### src/rtl/mux_rr_nto1.sv
// N-to-1 multiplexor, fixed-select or round-robin, registered output with valid/ready.
// Latency: 1 cycle from accept (in_valid & in_ready) to out_valid; 1 word/cycle sustained.
// Backpressure: output register holds while out_valid & !out_ready; all in_ready low then.
module mux_rr_nto1 #(
  parameter int DW  = 2,
  parameter int NCH = 4,
  localparam int SW = $clog2(NCH)
) (
  input  logic              clk,
  input  logic              rst_n,
  input  logic              mode,
  input  logic [SW-1:0]     sel,
  input  logic [NCH-1:0]    in_valid,
  input  logic [NCH*DW-1:0] in_data,
  output logic [NCH-1:0]    in_ready,
  output logic              out_valid,
  output logic [DW-1:0]     out_data,
  output logic [SW-1:0]     out_ch,
  input  logic              out_ready
);

  logic          out_valid_q, out_valid_d;
  logic [DW-1:0] out_data_q, out_data_d;
  logic [SW-1:0] out_ch_q, out_ch_d;
  logic [SW-1:0] rr_ptr_q, rr_ptr_d;

  logic          load_en;
  logic          grant_vld;
  logic [SW-1:0] grant_idx;
  logic [DW-1:0] grant_dat;

  // The register may take a new word when it is empty or its word leaves this cycle.
  assign load_en = !out_valid_q || out_ready;

  // Pick at most one channel: sel in fixed mode (out-of-range sel grants nothing),
  // otherwise the first valid channel searching upward from rr_ptr with wrap.
  always_comb begin
    int idx;
    grant_vld = 1'b0;
    grant_idx = '0;
    idx       = 0;
    if (!mode) begin
      for (int c = 0; c < NCH; c++) begin
        if (int'(sel) == c && in_valid[c]) begin
          grant_vld = 1'b1;
          grant_idx = SW'(c);
        end
      end
    end else begin
      for (int k = 0; k < NCH; k++) begin
        idx = int'(rr_ptr_q) + k;
        if (idx >= NCH) begin
          idx = idx - NCH;
        end
        for (int c = 0; c < NCH; c++) begin
          if (!grant_vld && c == idx && in_valid[c]) begin
            grant_vld = 1'b1;
            grant_idx = SW'(c);
          end
        end
      end
    end
  end

  // Route the granted channel's word and raise only its ready; no skid buffer, so
  // ready follows out_ready combinationally through load_en.
  always_comb begin
    grant_dat = '0;
    in_ready  = '0;
    for (int c = 0; c < NCH; c++) begin
      if (grant_idx == SW'(c)) begin
        grant_dat = in_data[c*DW +: DW];
      end
      in_ready[c] = load_en && grant_vld && (grant_idx == SW'(c));
    end
  end

  // Next state: load on a transfer, empty when loading with nothing granted, else hold.
  // The round-robin pointer moves past the winner only on a round-robin transfer.
  always_comb begin
    out_valid_d = out_valid_q;
    out_data_d  = out_data_q;
    out_ch_d    = out_ch_q;
    rr_ptr_d    = rr_ptr_q;
    if (load_en) begin
      out_valid_d = grant_vld;
      if (grant_vld) begin
        out_data_d = grant_dat;
        out_ch_d   = grant_idx;
        if (mode) begin
          if (int'(grant_idx) == NCH - 1) begin
            rr_ptr_d = '0;
          end else begin
            rr_ptr_d = grant_idx + SW'(1);
          end
        end
      end
    end
  end

  // State registers; reset discards any held word and restarts arbitration at channel 0.
  always_ff @(posedge clk) begin
    if (!rst_n) begin
      out_valid_q <= 1'b0;
      out_data_q  <= '0;
      out_ch_q    <= '0;
      rr_ptr_q    <= '0;
    end else begin
      out_valid_q <= out_valid_d;
      out_data_q  <= out_data_d;
      out_ch_q    <= out_ch_d;
      rr_ptr_q    <= rr_ptr_d;
    end
  end

  assign out_valid = out_valid_q;
  assign out_data  = out_data_q;
  assign out_ch    = out_ch_q;

endmodule
### config.mk
export PLATFORM = sky130hd
export DESIGN_NAME = mux_rr_nto1
export DESIGN_NICKNAME = d
export VERILOG_FILES = /design/src/rtl/mux_rr_nto1.sv
export SDC_FILE = /design/constraint.sdc
export NUM_CORES = 1
export LEC_CHECK = 0
export CORE_ASPECT_RATIO = 1.1
export CORE_UTILIZATION = 35
export DETAILED_ROUTE_END_ITERATION = 12
export HOLD_SLACK_MARGIN = 0.05
export PLACE_DENSITY = 0.8
export RECOVER_POWER = 100
export SKIP_LAST_GASP = 1
export SLEW_MARGIN = 30
export SYNTH_ARGS = -nofsm -noshare
export SYNTH_HDL_FRONTEND = slang
export SYNTH_SLANG_ARGS = --single-unit
### constraint.sdc
create_clock -name clk -period 2.14 [get_ports clk]
set_input_delay 0.214 -clock clk [delete_from_list [all_inputs] [get_ports clk]]
set_output_delay 0.214 -clock clk [all_outputs]
set_load 0.02 [all_outputs]
==> run summary <==
MaxCap Viol Count = 0
clk sinks = 7
synth unique cells = 36
Leak = 0.540 nW
post-synthesis compound-gate area fraction = 32.9%
pin count of the biggest net entering global routing = 9
mux contribution to synthesized area = 6.17%
CP arrival = 1.86 ns
initial antenna violation count = 0
CTS buffer count = 3
DIE AREA = 0.00209 mm^2
gpl congestion = 0.795
Worst-path clk slew = 0.05 ns
Die H = 47.9 um
Seq/Total Area, Yosys = 20.9%
Setup WS post-layout = 0.0691 ns
final-report max-slew violation count = 0
maximum clock path buffer count = 2
drt drc = 1
critical path class = in -> out
crit path cell chain = dlygate4sd2_1 > buf_4 > a311o_2 > a31oi_4 > ha_2 > and3_2 > buf_2
Worst EP required = 1.93 ns
Hold WS = 0.491 ns
Final TNS setup = 0 ns
Final Critical Period = 2.07 ns
# port buffers = 26
CP max stage cell = a311o_2
Startpoint Class = input port
top post-synthesis cells by count = nand2_1 (10), a21oi_1 (7), dfxtp_1 (7), inv_1 (6)
async set-reset flop share out of synthesis = 0%
vias in the first global route = 757
CTS HTree Levels = 1
clk root buf = clkbuf_4
Final period util = 96.8%
worst-margin pin slew = 0.485 ns
#FFs+latches synth = 7
n_diodes = 0
Final Setup Violations = 0
Starting Density = 37.6%
HP Class = reg -> reg
Post-synth EDFFs = 0
status = complete, but fails checks
Top FF cell, synth = dfxtp_1
largest family of logic cells by synthesized area = compound AO/OA/AOI/OAI gates
Synth area leader = dfxtp_1
Mapped Nets = 100
Ys Warns = 0
CP peak stage delay = 0.41 ns
top-count cell post-synth = nand2_1
Rows = 16
Rel. slew slack = 67.4%
Post-Synthesis Cells = 78
CP max FO = 4
final WL = 2040 um
Total GRT Usage = 20.6%
layout cell share with drive strength beyond 1 = 46.2%
ANT nets after route = 0
Post-Place Setup Slack = -0.542 ns
via/cell ratio = 5.32
drt initial violations = 8
Clock Latency Late Sink = 0.25 ns
Final Hold Vio Count = 0
P&R area growth vs syn = 72.9%
adder-cell area share of the yosys netlist = 7.48%
I/O pins = 27
Synth area leaders = dfxtp_1 (21%), ha_1 (7.5%), nand2_1 (5.6%)
Avg Inst Size Synth = 8.58 um^2
Max Clk Rate = 0.483 GHz
nets@finish = 153
grt ovf = 0
Vias = 788
CTS tree = done
hpwl dp = 1450 um
Core ar. = 0.00178 mm^2
Worst Skew = 0.00252 ns
Layout fillers = 145
Total Power = 557 uW
Routed WL per cell = 13.8 um
global-route wire length before repair = 3190 um
synthesized cell area = 669 um^2
Post-Synth XOR/XNOR Area = 0%
Core Util, Final = 65.0%
CP endpoint kind = output port
post-synth top area share = 20.9%
Hold-fix buffers, CTS = 0
Max VDD drop = 0.386 mV
Simple-Gate Fraction of Synth Area = 26.4%
TritonRoute pass-1 iters = 8
Power Density = 482 mW/mm^2
violated checks = DRC
die width = 43.7 um
[per-stage QoR]
| step | instances | instance area, um^2 |
|---|---|---|
| 2_1_floorplan | 78 | 669 |
| 3_3_place_gp | 141 | 1090 |
| 3_5_place_dp | 141 | 1090 |
| 4_1_cts | 149 | 1150 |
| 5_1_grt | 148 | 1160 |
| 6_report | 148 | 1160 |
[repair_timing]
action	CTS	global route
gates resized for setup	32	11
pin swaps	6	10
setup endpoints to repair	6	4
gates cloned	0	0
setup buffers	4	1
[per-layer routing]
metal | up-vias | global-route usage, % | wire length [um]
met2 | 21 | 39.4 | 1100
met1 | 374 | 24.0 | 829
met4 | 0 | 7.50 | 0
met3 | 0 | 2.26 | 108
li1 | 393 | - | -
met5 | - | 0 | 0
[worst paths after layout]
check,start,slack [ns],depth (start not counted),end
min reg2reg,out_ch[0],0.49,2,out_ch[0]
min,out_ch[0],0.49,2,out_ch[0]
max,in_valid[2],0.07,7,in_ready[0]
max reg2reg,rr_ptr_q[0],0.12,8,out_data[0]
[cell usage in the layout (no fill, tap or decap), drive strengths merged, types with 2 or more instances in the layout]
cell            n
a211oi          2
a21oi           9
a22oi           2
and3            4
buf            28
clkbuf          4
clkdlybuf4s50  10
dfxtp           7
dlygate4sd2     5
dlygate4sd3     5
ha              4
inv             6
mux2i           3
nand2          10
nand2b          3
nand3           2
nor2            2
nor2b           2
o21ai           2
[kinds of logic (layout without fill, tap and decap cells)]
kind of cell | Yosys count | after routing
simple gates | 30 | 30
flops | 7 | 7
compound gates | 25 | 25
fa+ha+maj | 4 | 4
buf+inv | 8 | 60
mux | 4 | 4
[flip-flops by register name, indices dropped and copies added, names as in the netlist]
signal / cells
out_ch: 2
out_data: 2
out_valid: 1
rr_ptr_q: 2
[final cells by class]
cell class,count,area [um^2],area share (%)
multi-input combinational,63,518,44.8
clock buffer,4,26.3,2.27
sequential,7,145,12.5
timing repair buffer,50,423,36.5
tap,18,22.5,1.95
inverter,6,22.5,1.95
[worst max-delay path, delay by kind of cell]
family	cells	cell delay, ns
compound gates	2	0.65
fa+ha+maj	1	0.24
buf+inv	3	0.60
simple gates	1	0.16
[power by group]
group	internal, mW	switching, mW	leakage, nW
registers	0.146	0.00975	0.0591
clock network	0.0709	0.0450	0.0150
logic	0.152	0.133	0.466
Power figures use the tool's default switching activity.
